==> src/rtl/dcm_seq_pkg.sv <==
// Shared encodings and constants for the DCM reset sequencer.
package dcm_seq_pkg;

  localparam logic [2:0] ST_RESET     = 3'd0;
  localparam logic [2:0] ST_PULSE     = 3'd1;
  localparam logic [2:0] ST_WAIT_LOCK = 3'd2;
  localparam logic [2:0] ST_SETTLE    = 3'd3;
  localparam logic [2:0] ST_RUN       = 3'd4;
  localparam logic [2:0] ST_FAIL      = 3'd5;

  typedef enum logic [2:0] {
    S_RESET     = ST_RESET,
    S_PULSE     = ST_PULSE,
    S_WAIT_LOCK = ST_WAIT_LOCK,
    S_SETTLE    = ST_SETTLE,
    S_RUN       = ST_RUN,
    S_FAIL      = ST_FAIL
  } seq_state_e;

  localparam int DCM_STATUS_CLKFX_STOPPED_BIT = 2;
  localparam int LOCK_LOSS_MAX                = 255;

  // States in which the DCM is held in reset.
  function automatic logic holds_dcm_rst(input seq_state_e s);
    return (s == S_RESET) || (s == S_PULSE) || (s == S_FAIL);
  endfunction

endpackage

==> src/rtl/dcm_seq_sync.sv <==
// Two-flop synchroniser, async active-low clear to 0.
module dcm_seq_sync #(
  parameter int WIDTH = 1
) (
  input  logic             clk,
  input  logic             reset_n,
  input  logic [WIDTH-1:0] d_i,
  output logic [WIDTH-1:0] q_o
);

  logic [WIDTH-1:0] meta_q;
  logic [WIDTH-1:0] sync_q;

  always_ff @(posedge clk or negedge reset_n) begin
    if (!reset_n) begin
      meta_q <= '0;
      sync_q <= '0;
    end else begin
      meta_q <= d_i;
      sync_q <= meta_q;
    end
  end

  assign q_o = sync_q;

endmodule

==> src/rtl/dcm_reset_sequencer.sv <==
// DCM reset / lock supervisor with bounded retries and settle-gated core reset release.
// Optional CLKFX-stopped monitoring is enabled by defining DCM_CLKFX_WATCH_EN.
//
// state     | meaning
// RESET     | board reset just released, one cycle
// PULSE     | dcm_rst held high for RST_PULSE_CYCLES
// WAIT_LOCK | dcm_rst low, waiting for LOCKED or timeout
// SETTLE    | lock must stay good for SETTLE_CYCLES
// RUN       | core reset released
// FAIL      | retries exhausted, waiting for restart_req
module dcm_reset_sequencer
  import dcm_seq_pkg::*;
#(
  parameter int RST_PULSE_CYCLES    = 8,
  parameter int LOCK_TIMEOUT_CYCLES = 1000000,
  parameter int SETTLE_CYCLES       = 1024,
  parameter int MAX_RETRIES         = 7,
  parameter int CNT_WIDTH           = 20
) (
  input  logic       clk,
  input  logic       reset_n,
  input  logic       dcm_locked,
  input  logic [7:0] dcm_status,
  input  logic       restart_req,
  output logic       dcm_rst,
  output logic       core_rst,
  output logic [2:0] seq_state,
  output logic [2:0] retry_count,
  output logic [7:0] lock_loss_count,
  output logic       fail
);

  localparam logic [CNT_WIDTH-1:0] PULSE_LAST   = CNT_WIDTH'(RST_PULSE_CYCLES - 1);
  localparam logic [CNT_WIDTH-1:0] TIMEOUT_LAST = CNT_WIDTH'(LOCK_TIMEOUT_CYCLES - 1);
  localparam logic [CNT_WIDTH-1:0] SETTLE_LAST  = CNT_WIDTH'(SETTLE_CYCLES - 1);
  localparam logic [CNT_WIDTH-1:0] TIMER_MAX    = '1;
  localparam logic [3:0]           RETRY_LIMIT  = 4'(MAX_RETRIES);
  localparam logic [7:0]           LOSS_LIMIT   = 8'(LOCK_LOSS_MAX);

  seq_state_e           state_q, state_d;
  logic [CNT_WIDTH-1:0] timer_q, timer_d, timer_inc;
  logic [2:0]           retry_q, retry_d;
  logic [7:0]           lock_loss_q, lock_loss_d;
  logic                 dcm_rst_q, core_rst_q, fail_q;

  logic                 locked_s;
  logic                 lock_bad;
  logic [3:0]           retry_inc;

  dcm_seq_sync #(.WIDTH(1)) u_sync_locked (
    .clk     (clk),
    .reset_n (reset_n),
    .d_i     (dcm_locked),
    .q_o     (locked_s)
  );

`ifdef DCM_CLKFX_WATCH_EN
  logic clkfx_stopped_s;
  logic unused_status;

  dcm_seq_sync #(.WIDTH(1)) u_sync_clkfx (
    .clk     (clk),
    .reset_n (reset_n),
    .d_i     (dcm_status[DCM_STATUS_CLKFX_STOPPED_BIT]),
    .q_o     (clkfx_stopped_s)
  );

  assign unused_status = ^{dcm_status[7:3], dcm_status[1:0]};
  // A stopped CLKFX output is as fatal as a lost lock once we are past WAIT_LOCK.
  assign lock_bad = !locked_s || clkfx_stopped_s;
`else
  logic unused_status;

  assign unused_status = ^dcm_status;
  assign lock_bad      = !locked_s;
`endif

  assign timer_inc = (timer_q == TIMER_MAX) ? timer_q : timer_q + 1'b1;
  assign retry_inc = {1'b0, retry_q} + 4'd1;

  always_comb begin
    state_d     = state_q;
    timer_d     = timer_inc;
    retry_d     = retry_q;
    lock_loss_d = lock_loss_q;

    if (restart_req && (state_q != S_PULSE)) begin
      state_d = S_PULSE;
      timer_d = '0;
      retry_d = '0;
    end else begin
      case (state_q)
        S_RESET: begin
          state_d = S_PULSE;
          timer_d = '0;
        end
        S_PULSE: begin
          if (timer_q == PULSE_LAST) begin
            state_d = S_WAIT_LOCK;
            timer_d = '0;
          end
        end
        S_WAIT_LOCK: begin
          // Lock takes priority over a coincident timeout.
          if (locked_s) begin
            state_d = S_SETTLE;
            timer_d = '0;
          end else if (timer_q == TIMEOUT_LAST) begin
            timer_d = '0;
            retry_d = retry_inc[3] ? 3'd7 : retry_inc[2:0];
            state_d = (retry_inc > RETRY_LIMIT) ? S_FAIL : S_PULSE;
          end
        end
        S_SETTLE: begin
          if (lock_bad) begin
            state_d = S_WAIT_LOCK;
            timer_d = '0;
          end else if (timer_q == SETTLE_LAST) begin
            state_d = S_RUN;
            timer_d = '0;
          end
        end
        S_RUN: begin
          timer_d = '0;
          if (lock_bad) begin
            state_d     = S_PULSE;
            retry_d     = '0;
            lock_loss_d = (lock_loss_q == LOSS_LIMIT) ? lock_loss_q : lock_loss_q + 8'd1;
          end
        end
        S_FAIL: begin
          timer_d = '0;
        end
        default: begin
          state_d = S_RESET;
          timer_d = '0;
        end
      endcase
    end
  end

  // Outputs are decoded from the next state so they change on the same edge as the state.
  always_ff @(posedge clk or negedge reset_n) begin
    if (!reset_n) begin
      state_q     <= S_RESET;
      timer_q     <= '0;
      retry_q     <= '0;
      lock_loss_q <= '0;
      dcm_rst_q   <= 1'b1;
      core_rst_q  <= 1'b1;
      fail_q      <= 1'b0;
    end else begin
      state_q     <= state_d;
      timer_q     <= timer_d;
      retry_q     <= retry_d;
      lock_loss_q <= lock_loss_d;
      dcm_rst_q   <= holds_dcm_rst(state_d);
      core_rst_q  <= (state_d != S_RUN);
      fail_q      <= (state_d == S_FAIL);
    end
  end

  assign dcm_rst         = dcm_rst_q;
  assign core_rst        = core_rst_q;
  assign seq_state       = state_q;
  assign retry_count     = retry_q;
  assign lock_loss_count = lock_loss_q;
  assign fail            = fail_q;

endmodule

==> config.mk <==
export PLATFORM = sky130hd
export DESIGN_NAME = dcm_reset_sequencer
export DESIGN_NICKNAME = d
export VERILOG_FILES = /design/src/rtl/dcm_seq_pkg.sv /design/src/rtl/dcm_seq_sync.sv /design/src/rtl/dcm_reset_sequencer.sv
export SDC_FILE = /design/constraint.sdc
export NUM_CORES = 1
export LEC_CHECK = 0
export BUFFER_PORTS_ARGS = -buffer_cell sky130_fd_sc_hd__buf_2
export CAP_MARGIN = 20
export CORE_MARGIN = 2
export CORE_UTILIZATION = 64
export CTS_BUF_LIST = sky130_fd_sc_hd__clkbuf_4 sky130_fd_sc_hd__clkbuf_8
export CTS_CLUSTER_DIAMETER = 120
export DETAILED_ROUTE_END_ITERATION = 6
export PLACE_DENSITY = 0.93
export SLEW_MARGIN = 10
export SYNTH_ARGS = -nofsm -noshare
export SYNTH_HDL_FRONTEND = slang
export SYNTH_SLANG_ARGS = --single-unit
export TNS_END_PERCENT = 5
==> constraint.sdc <==
create_clock -name clk -period 3.3 [get_ports clk]
set_input_delay 0.66 -clock clk [delete_from_list [all_inputs] [get_ports clk]]
set_output_delay 0.66 -clock clk [all_outputs]
set_load 0.02 [all_outputs]
== Word-level counts from Yosys, hierarchy flattened ==
Index checks and enable logic that the tools add are counted.

* Output and inout bits: 17
* Logic and storage cells: 64
* Register bits after elaboration: 39
* Input bits: 12

* Equality and inequality tests: 17
* Bitwise logic cells: 3
* Reductions and logical operators: 8
* Add/subtract/negate cells: 3
* Multiplexer cells: 23
* Magnitude comparators: 1

{| class="wikitable"
|+ Operator list
! cell !! count
|-
| 20-bit two-way mux || 7
|-
| 20-bit case mux with 3 select lines || 1
|-
| 20-bit == test (second input constant) || 2
|-
| 3-bit two-way mux || 13
|-
| 20-bit by 1-bit adder with 20-bit output (second input constant) || 1
|-
| 20-bit by 10-bit == test with 1-bit output (second input constant) || 1
|-
| 20-bit by 3-bit == test with 1-bit output (second input constant) || 1
|-
| 3-bit case mux with 6 select lines || 1
|-
| 3-bit != test (second input constant) || 4
|-
| 3-bit == test (second input constant) || 3
|-
| 8-bit by 1-bit adder with 8-bit output (second input constant) || 1
|-
| 8-bit == test (second input constant) || 1
|-
| 4-bit AND reduction || 2
|-
| 3-bit by 1-bit == test with 1-bit output (second input constant) || 2
|-
| 3-bit by 2-bit == test with 1-bit output (second input constant) || 2
|-
| 3-bit zero test || 2
|-
| 3-bit case mux with 2 select lines || 1
|-
| 3-bit by 1-bit adder with 4-bit output (second input constant) || 1
|-
| 4-bit by 3-bit > comparator with 1-bit output (second input constant) || 1
|-
| 3-bit by 1-bit != test with 1-bit output (second input constant) || 1
|-
| 1-bit NOT || 3
|-
| 3-bit nonzero test || 1
|-
| 1-bit logical OR || 2
|-
| 1-bit logical AND || 1
|}

== Longest topological paths before layout ==
Gate-level depths: netlist of run 1.

* Depth in word-level cells: 10
* Gate-level depth with buffers: 8

== Hierarchy ==
From an unflattened synthesis of run 1, not the netlist that was laid out.

* Cells, all modules: 226
* Area total of the unflattened synthesis: 2138.3 um^2

{| class="wikitable"
|+ Modules (own cells, without submodules)
! module !! cells an instance !! area an instance (um^2) !! times used !! sequential area each (um^2)
|-
| dcm_reset_sequencer || 224 || 2088.3 || 1 || 928.4
|-
| dcm_seq_sync || 2 || 50.0 || 1 || 50.0
|}

== Worst setup path after synthesis of run 1 ==
OpenSTA, ideal clock, no wires.

* Path kind: register -> register
* Start point: register timer_q[0]
* End point: register retry_q[2] (netlist: retry_count[2])
* Arrival time: 1.836 ns
* Slack: 1.343 ns
* Data required time: 3.179 ns
* Library setup time: 0.121 ns
* Path buffers: 0
* Stages on the path, launching flop included: 8
* Cell sequence: dfrtp_1 ha_1 and2_1 and4_2 and4_1 a221oi_1 nor2b_1 o22a_1

* Longest elaborated chain between the ends: 3

{| class="wikitable"
|+ Ends and longest elaborated chain
! what !! RTL line !! RTL
|-
| start: declaration || dcm_reset_sequencer.sv:41 || <nowiki>logic [CNT_WIDTH-1:0] timer_q, timer_d, timer_inc;</nowiki>
|-
| start signal: assignment || dcm_reset_sequencer.sv:154 || <nowiki>timer_q <= timer_d;</nowiki>
|-
| 20-bit == test || dcm_reset_sequencer.sv:108 || <nowiki>end else if (timer_q == TIMEOUT_LAST) begin</nowiki>
|-
| 3-bit != test (no source line) || - ||
|-
| 4-bit AND reduction (no source line) || - ||
|-
| end signal: assignment || dcm_reset_sequencer.sv:155 || <nowiki>retry_q <= retry_d;</nowiki>
|-
| end: declaration || dcm_reset_sequencer.sv:42 || <nowiki>logic [2:0] retry_q, retry_d;</nowiki>
|}

No other way between the ends.
A chain may end at the register's enable or synchronous reset.

== Final worst setup path of run 1 ==
* Start point: register timer_q[10]
* End point: register timer_q[2]

* Longest elaborated chain between the ends: 6

{| class="wikitable"
|+ Ends and longest elaborated chain
! what !! RTL line !! RTL
|-
| 20-bit == test || dcm_reset_sequencer.sv:78 || <nowiki>assign timer_inc = (timer_q == TIMER_MAX) ? timer_q : timer_q + 1'b1;</nowiki>
|-
| 20-bit two-way mux || dcm_reset_sequencer.sv:78 ||
|-
| 20-bit two-way mux (on tied branches) || dcm_reset_sequencer.sv:118, dcm_reset_sequencer.sv:108 ||
|-
| 20-bit two-way mux (on tied branches) || dcm_reset_sequencer.sv:115, dcm_reset_sequencer.sv:105 ||
|-
| 20-bit case mux with 3 select lines * || dcm_reset_sequencer.sv:92 || <nowiki>case (state_q)</nowiki>
|-
| 20-bit two-way mux * || dcm_reset_sequencer.sv:87 || <nowiki>if (restart_req && (state_q != S_PULSE)) begin</nowiki>
|-
| named net timer_d[2] || dcm_reset_sequencer.sv:41 ||
|}

The timed path passes the listed nets; every way through them passes the cells marked *.

==> flow_summary.ini, run 1 <==
[run_status]
status = complete, no violations

[timing]
final-hold-violation-count = 0
tightest_slew_ns = 0.829
post-route-period-util = 0.720
fin_setup_tns_ns = 0
slew_headroom = 0.448
slew_viol_final = 0
setup_ws_ns = 0.923
whs_ns = 0.365
fin_crit_ns = 2.38
skew_ns = 0.0117
setup_viol = 0
max_freq_ghz = 0.421
rsz0062_at_grt = false

[final_layout]
fin_nets = 244
post-route-util = 0.726
diodes = 0
drive_gt1_frac = 0.178
syn_to_final_growth_pct = 6.45

[drt]
routed_wl_um = 3850
drtIter0Drc = 118
viasPerCell = 5.96
firstDrtPassIters = 4
avgRoutedWirePerCell_um = 14.1
post-route-drc-count = 0
ant_nets = 0
vias = 1634

[synth]
netlist_instances = 212
synth_top_area_frac = 0.438
ys_types = 54
async_reset_ff_frac = 1.00
synth-seq-area-share = 0.462
ys_top_cells_by_area = dfrtp_1, xor2_1, nor2_1
synth_edf_count = 0
synth-main-ff-cell = dfrtp_1
yosys_warnings = 0
synth_area_sq_um = 2120
synth_nets = 227
synth.largest_area_cell = dfrtp_1
yosys-top-cells-count = dfrtp_1, nor2_1, xor2_1
syn_avg_cell_area_sq_um = 9.98
yosysMostFrequentCell = dfrtp_1
ys_seq_elements = 39

[clock_tree]
cts_setup_buffers = 0
post_cts_resized = 0
root_buffer = clkbuf_4
cts_buffers = 5
clock_latency_ns = 0.35
clk_pin_slew_ns = 0.10
tritoncts = done
clock_sinks = 39
cts_max_level = 2
clock_path_buffers = 2
hold_buffers = 0

[floorplanning]
die_h_um = 61.5
core.rowCount = 20
dieArea_sq_um = 3780
die_width_um = 61.5
io_pins = 29
start_util = 0.682
coreArea_sq_um = 3100

[global_routing]
grt_max_degree = 40
track_usage = 0.231
grt_pass1_vias = 1447
grt_pass1_wl_um = 6440
grt_overflow_total = 0
antenna_found_initial = 0

[power]
power_density_nw_per_um2 = 514
peakVddDrop_v = 0.000340
power_leakage_nw = 1.06

[placement]
io_buffers = 20
place_ws_ns = 0.963
gp_congestion = 0.901
dp_hpwl_um = 2680

[setup_path]
arrival_ns = 2.59
required_ns = 3.51
critPathLaunchType = flop
crit_type = reg -> reg
cp-end-kind = flop
cp_max_fo = 20

[flow_run]
maxCapViolations = 0

[hold_path]
hold_path_class = reg -> reg
[cells by family after synthesis]
| family | Yosys count | synth area share |
|---|---|---|
| xor+xnor | 25 | 0.103 |
| mux | 2 | 0.0101 |
| compound gates | 30 | 0.0982 |
| buf+inv | 13 | 0.0414 |
| flops | 39 | 0.462 |
| fa+ha+maj | 3 | 0.0177 |
| simple gates | 100 | 0.267 |
[worst max-delay path: stages (launching register included)]
cell and delay (ns):
dfrtp_1 0.44, nor2_1 0.17, nor4b_1 0.43, nand4_1 0.20, a22oi_1 0.29, a211o_1 0.60, nor2_1 0.12
[registers in the layout (all words and copies together), names as in the netlist]
name                  cells
timer_q                  20
u_sync_locked.meta_q      1
retry_count               3
fail                      1
dcm_rst                   1
seq_state                 3
lock_loss_count           8
u_sync_locked.q_o         1
core_rst                  1
[per-stage QoR]
stage | cells | power (mW) | area (sq um)
floorplan | 212 | 0.858 | 2120
global placement | 266 | 0.906 | 2190
CTS | 274 | 1.16 | 2250
detailed placement | 266 | 0.918 | 2190
global route | 274 | 1.23 | 2250
finish | 274 | 1.16 | 2250
[where the power goes]
part           switching, mW  internal (mW)
combinational          0.209          0.106
clock                  0.149         0.0995
sequential            0.0714          0.523
total                  0.429          0.728
[path summary, 6_finish.rpt]
| path | start | to | slack [ns] | depth (start not counted) |
|---|---|---|---|---|
| worst max-delay path | timer_q[10] | timer_q[2] | 0.92 | 6 |
| worst min-delay path | u_sync_locked.meta_q | u_sync_locked.q_o | 0.37 | 0 |
| worst max register to register | timer_q[10] | timer_q[2] | 0.92 | 6 |
| worst min register to register | u_sync_locked.meta_q | u_sync_locked.q_o | 0.37 | 0 |
| max in group asynchronous | reset_n | seq_state[1] | 2.38 | 1 |
| min in group asynchronous | reset_n | timer_q[14] | 0.39 | 1 |
[cell usage in the layout, fill, tap and decap left out, types with 4 or more instances in the layout]
master and n:
nand4_1 10, xnor2_1 8, clkbuf_4 7, a21oi_1 6
nand3_1 10, dfrtp_1 37, buf_2 20, xor2_1 17
nand2_1 15, nor3_1 4, and3_1 5, a31oi_1 4
o21ai_0 4, nor2_1 28
[cell type report]
type,count,area (sq um)
inverters,3,11.3
multi-input cells,160,1050
fillers,249,851
clock buffers,7,52.6
repair buffers,20,100
well taps,44,55.1
clock inverters,1,5.00
flip-flops and latches,39,978
[layer usage]
metal | GRT usage | share of wire | up-vias
met5 | 0 | 0 | -
met4 | 0.106 | 0.023 | 0
met3 | 0.0462 | 0.039 | 11
met2 | 0.367 | 0.48 | 41
met1 | 0.306 | 0.46 | 788
li1 | - | - | 794
Power figures use the tool's default switching activity.
==> inputs of run 2 (changes only) <==
CORE_UTILIZATION = 59   (was 64)
PLACE_DENSITY = 0.88   (was 0.93)
clock period = 2.25 ns   (was 3.3 ns; I/O delays follow)
==> flow_summary.ini, run 2 (synthesis gave the netlist of run 1 again) <==
[final_layout]
mostFrequentLayoutCell = dfrtp_1
most-common-layout-cells = dfrtp_1, nor2_1, buf_2
largest_reg_flops = 20
largest-register = timer_q
diodes = 0
fin_nets = 252
regArea_sq_um = 978
drive_gt1_frac = 0.210
syn_to_final_growth_pct = 11.7
fillers = 249
final_area_sq_um = 2360
post-route-util = 0.697
multi_input_area_sq_um = 1060

[power]
power_density_nw_per_um2 = 819
power_leakage_nw = 1.12
p_total_mw = 1.94
peakVddDrop_v = 0.000439

[timing]
post-route-period-util = 0.911
setup_viol = 0
skew_ns = 0.00462
max_freq_ghz = 0.488
tightest_slew_ns = 0.837
slew_headroom = 0.442
fin_setup_tns_ns = 0
slew_viol_final = 0
rsz0062_at_grt = false
setup_ws_ns = 0.201
fin_crit_ns = 2.05
final-hold-violation-count = 0

[floorplanning]
coreArea_sq_um = 3390
start_util = 0.624
die_h_um = 63.9
die_width_um = 63.9
core.rowCount = 21
dieArea_sq_um = 4080
io_pins = 29

[setup_path]
critPathBufInv = 1
arrival_ns = 2.30
cp_slowest_cell = dfrtp_1
crit_type = reg -> reg
cp-end-kind = flop
critPathLaunchType = flop
required_ns = 2.50
cp_max_fo = 4
crit_chain = ha_1 > and2_1 > and4_2 > and4_1 > a221oi_1 > buf_4 > nor2b_1 > o22a_1
path_delay_family = simple AND/OR/NAND/NOR gates
cp_slowest_stage_delay_ns = 0.43

[global_routing]
grt_max_degree = 40
track_usage = 0.225
antenna_found_initial = 0
grt_pass1_wl_um = 7160
grt_pass1_vias = 1621
grt_overflow_total = 0

[clock_tree]
root_buffer = clkbuf_4
clock_sinks = 39
cts_buffers = 5
clk_pin_slew_ns = 0.11
clock_path_buffers = 2
cts_max_level = 2
clock_latency_ns = 0.35
tritoncts = done
hold_buffers = 0

[placement]
place_area_sq_um = 2270
place_ws_ns = 0.211
gp_congestion = 0.924
io_buffers = 20
dp_hpwl_um = 2840

[hold_path]
hold_path_class = in -> async

[drt]
vias = 1674
routed_wl_um = 4090
firstDrtPassIters = 4
ant_nets = 0
drtIter0Drc = 149
avgRoutedWirePerCell_um = 14.4
viasPerCell = 5.89
post-route-drc-count = 0

[run_status]
status = complete, no violations

[flow_run]
maxCapViolations = 0
==> run 2: metrics by stage <==
step	hold WS (ns)	cells
3_5_place_dp	0.359	276
3_3_place_gp	0.354	276
2_1_floorplan	0.154	212
5_1_grt	0.173	284
4_1_cts	0.183	284
6_report	0.186	284
==> run 2: final cells by class <==
class,instances,area share
multi-input cells,160,0.447
flip-flops and latches,39,0.414
repair buffers,28,0.0731
well taps,46,0.0244
clock buffers,6,0.0217
clock inverters,2,0.0148
inverters,3,0.00477
==> run 2: worst reg2reg max path, delay by kind of cell, from the launching register on <==
kind	cells	cell delay (ns)
adders and majority gates	1	0.24
and+or+nand+nor	4	0.69
AOI/OAI and AO/OA	2	0.41
buffers and inverters	1	0.18
DFF	1	0.43
==> run 2: worst paths after layout <==
| path | start | endpoint | slack [ns] | depth (start not counted) |
|---|---|---|---|---|
| setup reg to reg | timer_q[0] | retry_count[2] | 0.20 | 8 |
| hold reg to reg | u_sync_locked.meta_q | u_sync_locked.q_o | 0.38 | 0 |
| min in group clk | dcm_locked | u_sync_locked.meta_q | 0.20 | 1 |
| setup / recovery | timer_q[0] | retry_count[2] | 0.20 | 8 |
| hold / removal | reset_n | timer_q[14] | 0.19 | 1 |
| max in group asynchronous | reset_n | lock_loss_count[4] | 1.55 | 1 |
==> run 2: per-layer routing <==
metal | track usage | vias up | wire, um
met2 | 0.372 | 27 | 2010
met5 | 0 | - | 0
li1 | - | 808 | -
met4 | 0.0897 | 0 | 89
met3 | 0.0423 | 12 | 112
met1 | 0.290 | 827 | 1880
==> run 2: repair_timing <==
item | in CTS | in global routing
setup buffers | 0 | 0
endpoints found under the setup margin | 0 | 3
gates resized for setup | 0 | 1
hold endpoints to repair | 0 | 0
==> run 2: report_power, final <==
part           total, mW  switching [mW]  internal (mW)
clock              0.497           0.235          0.262
sequential         0.862          0.0945          0.767
combinational      0.576           0.344          0.233
total               1.94           0.673           1.26
